### config.mk
export PLATFORM = sky130hd
export DESIGN_NAME = controlador_registro4bits
export DESIGN_NICKNAME = d
export VERILOG_FILES = /design/src/rtl/controlador_registro4bits_pkg.sv /design/src/rtl/controlador_registro4bits_contador_pasos.sv /design/src/rtl/controlador_registro4bits.sv
export SDC_FILE = /design/constraint.sdc
export NUM_CORES = 1
export LEC_CHECK = 0
export ABC_AREA = 1
export ABC_CLOCK_PERIOD_IN_PS = 1850
export BUFFER_PORTS_ARGS = -buffer_cell sky130_fd_sc_hd__buf_2
export CAP_MARGIN = 15
export CORE_MARGIN = 5
export CORE_UTILIZATION = 30
export DETAILED_ROUTE_END_ITERATION = 8
export SKIP_CTS_REPAIR_TIMING = 1
export SLEW_MARGIN = 20
export SYNTH_ARGS = -nofsm -noshare
export SYNTH_HDL_FRONTEND = slang
export SYNTH_HIERARCHICAL = 1
export SYNTH_SLANG_ARGS = --single-unit
### constraint.sdc
create_clock -name clk -period 1.85 [get_ports clk]
set_input_delay 0.2775 -clock clk [delete_from_list [all_inputs] [get_ports clk]]
set_output_delay 0.2775 -clock clk [all_outputs]
set_load 0.01 [all_outputs]
### src/rtl/controlador_registro4bits_pkg.sv
// Shared definitions for the 4-bit universal shift register and its sequencer.
// Latency: n/a (constants and types only).
// Backpressure: n/a.
package registro4bits_defs;

    // Register mode pins: modo[1] set means parallel load regardless of modo[0].
    localparam logic [1:0] MODO_SERIE = 2'b00;
    localparam logic [1:0] MODO_ROT   = 2'b01;
    localparam logic [1:0] MODO_CARGA = 2'b10;

    localparam logic DIR_IZQ = 1'b0;
    localparam logic DIR_DER = 1'b1;

    typedef enum logic [1:0] {
        OP_TX   = 2'b00,
        OP_RX   = 2'b01,
        OP_ROT  = 2'b10,
        OP_LOAD = 2'b11
    } op_t;

    typedef enum logic [2:0] {
        ST_IDLE  = 3'd0,
        ST_LOAD  = 3'd1,
        ST_SHIFT = 3'd2,
        ST_ROT   = 3'd3,
        ST_RESP  = 3'd4
    } estado_t;

endpackage

### src/rtl/controlador_registro4bits_contador_pasos.sv
// Loadable down-counter with zero flag; sets the length of SHIFT/ROT phases.
// Latency: load/decrement take effect at the next clock edge.
// Backpressure: none; the counter only moves when told to.
module contador_pasos #(
    parameter int CNT_W = 2
) (
    input  logic             clk,
    input  logic             rst_n,
    input  logic             carga,
    input  logic [CNT_W-1:0] valor,
    input  logic             decr,
    output logic [CNT_W-1:0] cuenta,
    output logic             cero
);

    // Load has priority over decrement; the count saturates at zero.
    always_ff @(posedge clk) begin
        if (!rst_n) begin
            cuenta <= '0;
        end else if (carga) begin
            cuenta <= valor;
        end else if (decr && (cuenta != '0)) begin
            cuenta <= cuenta - CNT_W'(1);
        end
    end

    assign cero = (cuenta == '0);

endmodule

### src/rtl/controlador_registro4bits.sv
// Command sequencer driving a 4-bit universal shift register for TX/RX/ROT/LOAD.
// Latency accept->rsp_valid: TX 6, RX 5, LOAD 2, ROT 2+count cycles.
// Backpressure: response held in RESP until rsp_ready; no command accepted meanwhile.
module controlador_registro4bits
    import registro4bits_defs::*;
#(
    parameter int WIDTH = 4,
    parameter int CNT_W = 2
) (
    input  logic             clk,
    input  logic             rst_n,
    input  logic             cmd_valid,
    output logic             cmd_ready,
    input  logic [1:0]       cmd_op,
    input  logic             cmd_dir,
    input  logic [CNT_W-1:0] cmd_count,
    input  logic [WIDTH-1:0] cmd_data,
    output logic             rsp_valid,
    input  logic             rsp_ready,
    output logic [WIDTH-1:0] rsp_data,
    input  logic             ser_in,
    output logic             ser_out,
    output logic             ser_valid,
    output logic             busy,
    output logic             reg_enb,
    output logic [1:0]       reg_modo,
    output logic             reg_dir,
    output logic [WIDTH-1:0] reg_d,
    output logic             reg_s_in,
    input  logic [WIDTH-1:0] reg_q,
    input  logic             reg_s_out
);

    estado_t          estado, estado_sig;
    op_t              op_q;
    logic             dir_q;
    logic [CNT_W-1:0] count_q;
    logic [WIDTH-1:0] data_q;
    logic [WIDTH-1:0] rsp_data_q;
    logic             resp_primero;
    logic             acepta;
    logic             cnt_carga;
    logic [CNT_W-1:0] cnt_valor;
    logic             cnt_decr;
    logic [CNT_W-1:0] cnt_cuenta;
    logic             cnt_cero;

    contador_pasos #(.CNT_W(CNT_W)) u_contador (
        .clk    (clk),
        .rst_n  (rst_n),
        .carga  (cnt_carga),
        .valor  (cnt_valor),
        .decr   (cnt_decr),
        .cuenta (cnt_cuenta),
        .cero   (cnt_cero)
    );

    // State register plus command fields latched on acceptance.
    always_ff @(posedge clk) begin
        if (!rst_n) begin
            estado  <= ST_IDLE;
            op_q    <= OP_TX;
            dir_q   <= 1'b0;
            count_q <= '0;
            data_q  <= '0;
        end else begin
            estado <= estado_sig;
            if (acepta) begin
                op_q    <= op_t'(cmd_op);
                dir_q   <= cmd_dir;
                count_q <= cmd_count;
                data_q  <= cmd_data;
            end
        end
    end

    // The register holds (enb=0) throughout RESP, so reg_q in the first RESP
    // cycle is the final result; it is captured then and replayed afterwards.
    always_ff @(posedge clk) begin
        if (!rst_n) begin
            resp_primero <= 1'b0;
            rsp_data_q   <= '0;
        end else begin
            resp_primero <= (estado_sig == ST_RESP) && (estado != ST_RESP);
            if ((estado == ST_RESP) && resp_primero) begin
                rsp_data_q <= reg_q;
            end
        end
    end

    assign rsp_data = ((estado == ST_RESP) && resp_primero) ? reg_q : rsp_data_q;
    assign ser_out  = reg_s_out;
    assign busy     = (estado != ST_IDLE);

    // Next-state logic and Moore decode of the register-facing pins.
    always_comb begin
        estado_sig = estado;
        cmd_ready  = 1'b0;
        acepta     = 1'b0;
        rsp_valid  = 1'b0;
        ser_valid  = 1'b0;
        reg_enb    = 1'b0;
        reg_modo   = MODO_SERIE;
        reg_dir    = 1'b0;
        reg_d      = '0;
        reg_s_in   = 1'b0;
        cnt_carga  = 1'b0;
        cnt_valor  = '0;
        cnt_decr   = 1'b0;
        case (estado)
            ST_IDLE: begin
                cmd_ready = rst_n;
                if (cmd_valid && rst_n) begin
                    acepta = 1'b1;
                    if (op_t'(cmd_op) == OP_RX) begin
                        estado_sig = ST_SHIFT;
                        cnt_carga  = 1'b1;
                        cnt_valor  = CNT_W'(WIDTH - 1);
                    end else begin
                        estado_sig = ST_LOAD;
                    end
                end
            end
            ST_LOAD: begin
                reg_enb  = 1'b1;
                reg_modo = MODO_CARGA;
                reg_d    = data_q;
                case (op_q)
                    OP_TX: begin
                        estado_sig = ST_SHIFT;
                        cnt_carga  = 1'b1;
                        cnt_valor  = CNT_W'(WIDTH - 1);
                    end
                    OP_ROT: begin
                        if (count_q != '0) begin
                            estado_sig = ST_ROT;
                            cnt_carga  = 1'b1;
                            cnt_valor  = count_q - CNT_W'(1);
                        end else begin
                            estado_sig = ST_RESP;
                        end
                    end
                    default: estado_sig = ST_RESP;
                endcase
            end
            ST_SHIFT: begin
                reg_enb   = 1'b1;
                reg_modo  = MODO_SERIE;
                reg_dir   = dir_q;
                ser_valid = 1'b1;
                reg_s_in  = (op_q == OP_RX) ? ser_in : 1'b0;
                if (cnt_cero) begin
                    estado_sig = ST_RESP;
                end else begin
                    cnt_decr = 1'b1;
                end
            end
            ST_ROT: begin
                reg_enb  = 1'b1;
                reg_modo = MODO_ROT;
                reg_dir  = dir_q;
                if (cnt_cero) begin
                    estado_sig = ST_RESP;
                end else begin
                    cnt_decr = 1'b1;
                end
            end
            ST_RESP: begin
                rsp_valid = 1'b1;
                if (rsp_ready) begin
                    estado_sig = ST_IDLE;
                end
            end
            default: estado_sig = ST_IDLE;
        endcase
    end

endmodule

==> summary.txt, run 1 <==
Die
  • Die Span X: between 60 and 70 µm
  • IO Count: 37
  • Core Box Area: 3310 µm²
  • FP Rows: 21
  • Initial core utilization: slightly above 30%
  • Die footprint: approximately 4700 µm²
  • Die Y: about 68 µm

Layout
  • Antenna cells: 0
  • Most common cell after layout, fill and taps aside: inv_1
  • Multi-input gate area: around 470 µm²
  • Final Cell Area: about 1300 µm²
  • # nets final: between 200 and 250
  • FILL cells: between 300 and 400
  • Sequential Area: 383 µm²
  • Area growth syn-to-layout: 25.5%
  • Layout cells sized above 1: between 20% and 30%
  • Most frequent cells in the layout: 41 x inv_1, 37 x nand2_1, 34 x buf_2

Flow run
  • Max_cap viols: 0

Synthesis
  • Post-synth top area cell: dfxtp_1
  • Gate Count Post-Synth: 166
  • Post-Syn Area per Cell: about 6 µm²
  • Synth warnings: 6
  • Distinct cells, synth: 16
  • Cell Area, Synth: 1020 µm²
  • Number of synthesized register bits: 19
  • Post-synthesis sequential area ratio: a little under two fifths
  • Area share of the largest cell type after synthesis: 37.2%
  • Largest cells by area after synthesis: dfxtp_1 37%, inv_1 15%, nand2_1 14%
  • Syn_nets: between 150 and 200

Power
  • Logic pwr share: around 21%
  • Lkg Pwr: around 0.76 nW
  • Switching share of total power: ~29%
  • Clk pwr share: about a quarter
  • Worst VDD drop: around 0.00034 V
  • Pwr/cell area: 647 nW/µm²
  • Power, Total: just over 800 µW
  • P_int: a little under 600 µW
  • Seq pwr share: about 55%
  • Net switching power: 242 µW

Worst setup path
  • Crit start category: flip-flop
  • CP endpoint kind: primary output
  • Worst Path Required: 1570 ps
  • Crit path kind: reg2out
  • CP max FO: 8
  • CP arrival: approximately 1400 ps

CTS
  • CTS tree: done
  • Root buf cell: clkbuf_4
  • Clock tree buffer depth: 2
  • H-tree Lvls: 1
  • # clock sinks: 19
  • Clock Latency Late Sink: 290 ps
  • Worst-path clk slew: roughly 100 ps
  • Total CTS buffers: 3

STA
  • Post-route setup slack: roughly 130 ps
  • RSZ-0062 raised after global routing: yes
  • Fin. max-slew vios: 0
  • Rel. slew slack: approximately four fifths
  • Hold_ws: 211 ps
  • Max Freq: 583 MHz
  • Setup Skew: 1.44 ps
  • Hold Vio Cnt, Final: 0
  • Fin crit share: 92.8%
  • Worst slew pin tran: between 200 and 300 ps
  • Tmin final: around 1700 ps
  • Final setup viols: 0

Placed design
  • Placed cell areas: between 1000 and 1500 µm²
  • DP Worst Slack: between 400 and 500 ps
  • Post-DP HPWL: about 1800 µm
  • PortBufs: 34
  • Routability cong.: about 0.77

Routing
  • DRT iter0 DRCs: 36
  • DRT antenna net count: 0
  • WL per Instance: slightly below 9 µm
  • Routed met2 length: around 940 µm
  • DRC: 0
  • Met3 wire len: around 160 µm
  • Drt first pass iters: 3
  • Met1 wire length: 1050 µm
  • Top layer in use: met4
  • Via-per-instance ratio: 3.96
  • Drt total wl: roughly 2200 µm
  • Via count: 987

Global routing
  • GRT Util Overall: 10.2%
  • GRT Residual Overflow: 0
  • First-pass GRT wire length: 3620 µm
  • Vias in the first global route: about 900
  • Largest net degree at the start of global routing: 20
  • Number of antenna violations at the first check in global routing: 0

Hold path
  • Worst Hold Class: in2reg

Run status
  • Status: complete, no violations
-- worst paths after layout --
kind,from,end,slack (ps),cells past startpoint
worst min register to register,data_q[0]$_SDFFE_PN0P_,data_q[0]$_SDFFE_PN0P_,480,2
worst max-delay path,estado[1]$_SDFF_PN0_,rsp_data[3],130,7
worst min-delay path,cmd_data[1],data_q[1]$_SDFFE_PN0P_,210,3
worst max register to register,estado[1]$_SDFF_PN0_,u_contador/cuenta[0]$_SDFFE_PN0P_,460,13
-- registers in the layout (all words and copies together) (netlist names) --
name and flops:
rsp_data_q 4, data_q 4, resp_primero 1, op_q 2
dir_q 1, estado 3, u_contador/cuenta 2, count_q 2
-- stage by stage --
step | setup TNS, ps | std cells | utilization, %
2_1_floorplan | 0 | 166 | -
6_report | 0 | 249 | 38.7
5_1_grt | -51.9 | 249 | 38.7
3_3_place_gp | 0 | 245 | 37.6
3_5_place_dp | 0 | 245 | 37.6
4_1_cts | 0 | 249 | 38.4
-- power groups by stage --
stage / combinational (mW) / sequential, mW / clock [mW]
floorplan: 0.120 / 0.461 / 0
global placement: 0.173 / 0.465 / 0
detailed placement: 0.174 / 0.465 / 0
CTS: 0.175 / 0.455 / 0.220
global route: 0.200 / 0.460 / 0.240
finish: 0.171 / 0.455 / 0.203
-- final cells by class --
type / instances / area share, %
multi-input combinational: 101 / 36.6
timing repair buffer: 36 / 14.4
sequential: 19 / 29.9
inverter: 43 / 12.6
tap: 46 / 4.49
clock buffer: 4 / 2.05
-- logic make-up after synthesis --
| family | after synthesis | synth area share [%] |
|---|---|---|
| AOI/OAI and AO/OA | 15 | 7.34 |
| adders and majority gates | 1 | 1.22 |
| buffers and inverters | 46 | 17.6 |
| and+or+nand+nor | 85 | 36.6 |
| DFF | 19 | 37.2 |
-- per-layer routing --
layer | vias to the layer above | GRT usage, %
met5 | - | 0
met2 | 24 | 18.1
met3 | 2 | 3.61
met1 | 400 | 11.5
met4 | 0 | 2.98
li1 | 561 | -
-- cells in the mapped netlist, drive strengths merged --
| cell | n |
|---|---|
| buf | 2 |
| nand2 | 38 |
| dfxtp | 19 |
| nor2 | 31 |
| ha | 1 |
| nand4 | 1 |
| inv | 43 |
| and3 | 1 |
| o21ai | 15 |
| clkbuf | 1 |
| nand3 | 14 |
-- critical path: stages (launching register included) --
cell     delay [ps]
dfxtp_1         330
inv_1            90
nand2_1         100
nor2_4          130
nand2_2         130
o21ai_1         180
inv_1            50
buf_2           130
Note: power is estimated with default switching activity, not from simulation.
==> run 2, diff against run 1 <==
BUFFER_PORTS_ARGS = not set   (was -buffer_cell sky130_fd_sc_hd__buf_2)
DONT_BUFFER_PORTS = 1   (was not set)
==> run 2 against run 1 <==
  * Critical path type unchanged
  * Count of clock-buffer cells in the layout shrank 1
  * Critical path depth shrank 1
  * Clock skew rose by 9.9 ps
  * Global-route usage fell by 0.85 points
  * Sequential cell count unchanged
==> summary.txt, run 2 (synthesized netlist as in run 1, its figures left out) <==
Routing
  • DRC: 0
  • DRT iter0 DRCs: 57
  • Routed met2 length: between 900 and 1000 µm
  • WL per Instance: 9.71 µm
  • Met1 wire length: around 990 µm
  • Met3 wire len: 166 µm
  • Via-per-instance ratio: between 4 and 5
  • Drt total wl: 2080 µm
  • DRT antenna net count: 0
  • Via count: about 900
  • Top layer in use: met4
  • Drt first pass iters: 4

Hold path
  • Hold path start: rst_n
  • Hold-critical path depth: 2
  • WHS Endpoint: estado[1]$_SDFF_PN0_
  • Worst Hold Class: in2reg

Die
  • Die Y: 68.4 µm
  • Die footprint: 4680 µm²
  • Initial core utilization: 30.9%
  • IO Count: 37
  • Die Span X: between 60 and 70 µm
  • Core Box Area: around 3300 µm²
  • FP Rows: 21

Power
  • Power, Total: around 800 µW
  • Worst VDD drop: 0.000296 V
  • Pwr/cell area: 724 nW/µm²
  • Lkg Pwr: ~0.60 nW

CTS
  • Worst-path clk slew: about 110 ps
  • # clock sinks: 19
  • Root buf cell: clkbuf_4
  • H-tree Lvls: 1
  • CTS tree: done
  • Total CTS buffers: 3
  • Clock Latency Late Sink: around 300 ps
  • Clock tree buffer depth: 2

Layout
  • Post-layout util: between 30% and 40%
  • Area growth syn-to-layout: 7.96%
  • Antenna cells: 0
  • Biggest regs: data_q x4, rsp_data_q x4, estado x3
  • Most common cell after layout, fill and taps aside: inv_1
  • Final Cell Area: 1100 µm²
  • Most frequent cells in the layout: 41 x inv_1, 37 x nand2_1, 26 x nor2_1
  • # nets final: 189
  • Sequential Area: 382 µm²
  • Layout cells sized above 1: a little under a tenth
  • FILL cells: approximately 400
  • Multi-input gate area: approximately 470 µm²

Worst setup path
  • CP arrival: around 1500 ps
  • R2r setup slk: ~400 ps
  • Crit start category: flip-flop
  • Crit path kind: reg2out
  • Reg-to-Reg Start: estado[0]$_SDFF_PN0_
  • Worst R2R Path Depth: 10
  • Worst Path Required: around 1600 ps
  • CP max FO: 8
  • CP endpoint kind: primary output
  • Critical R2R Capture: u_contador/cuenta[1]$_SDFFE_PN0P_

Placed design
  • PortBufs: 0
  • Placed cell areas: 1070 µm²
  • Post-DP HPWL: roughly 1700 µm
  • Routability cong.: approximately 0.83

STA
  • Setup Skew: roughly 11 ps
  • RSZ-0062 raised after global routing: yes
  • Worst slew pin tran: around 280 ps
  • Fin. max-slew vios: 0
  • Rel. slew slack: about 81%
  • Setup Total Neg Slack: 0 ps
  • Tmin final: ~1700 ps
  • Hold_ws: between 80 and 90 ps
  • Fin crit share: a little over nine tenths
  • Hold Vio Cnt, Final: 0
  • Max Freq: 577 MHz
  • Final setup viols: 0

Run status
  • Status: complete, no violations

Global routing
  • Largest net degree at the start of global routing: 20
  • GRT Util Overall: 9.39%
  • First-pass GRT wire length: approximately 3300 µm
  • Vias in the first global route: about 800
  • GRT Residual Overflow: 0
  • Number of antenna violations at the first check in global routing: 0

Flow run
  • Max_cap viols: 0
## run 2: changes by cell type in the layout (fill, tap and decap cells not counted), sizes merged
cell / change
buf: -35
clkbuf: -1
clkinv: +1
## run 2: area by class of cell
class	count	share of cell area, %
repair buffers	1	0.680
multi-input cells	101	42.4
inverters	43	14.6
flip-flops and latches	19	34.6
clock inverters	1	0.454
well taps	46	5.22
clock buffers	3	2.04
## run 2: metrics by stage
step                setup WS (ps)  cells
floorplan                     517    166
global placement              424    210
detailed placement            390    210
CTS                          36.1    214
global route                -29.2    214
finish                        118    214
## run 2: worst max-delay path: stages, from the launching register on
cell     delay, ps
dfxtp_1        380
inv_1           90
nand2_1        100
nor2_4         160
nand2_2        130
o21ai_1        190
inv_1          100
## run 2: worst max path at each step
stage,startpoint,end,depth (start not counted)
floorplan,estado[1]$_SDFF_PN0_,reg_s_in,5
global placement,estado[1]$_SDFF_PN0_,reg_s_in,5
detailed placement,estado[1]$_SDFF_PN0_,reg_s_in,5
CTS,estado[1]$_SDFF_PN0_,reg_s_in,5
global route,estado[0]$_SDFF_PN0_,rsp_data[2],6
finish,estado[0]$_SDFF_PN0_,rsp_data[2],6
## run 2: power breakdown
group	internal, mW	leakage (nW)	switching [mW]
logic	0.0456	0.429	0.0897
clock network	0.0804	0.0177	0.127
registers	0.436	0.156	0.0194
total	0.562	0.603	0.236
## run 2: routing by layer
metal | global-route usage (%) | up-vias
met4 | 2.98 | 0
met2 | 15.9 | 26
met5 | 0 | -
met3 | 3.78 | 2
li1 | - | 496
met1 | 10.7 | 389
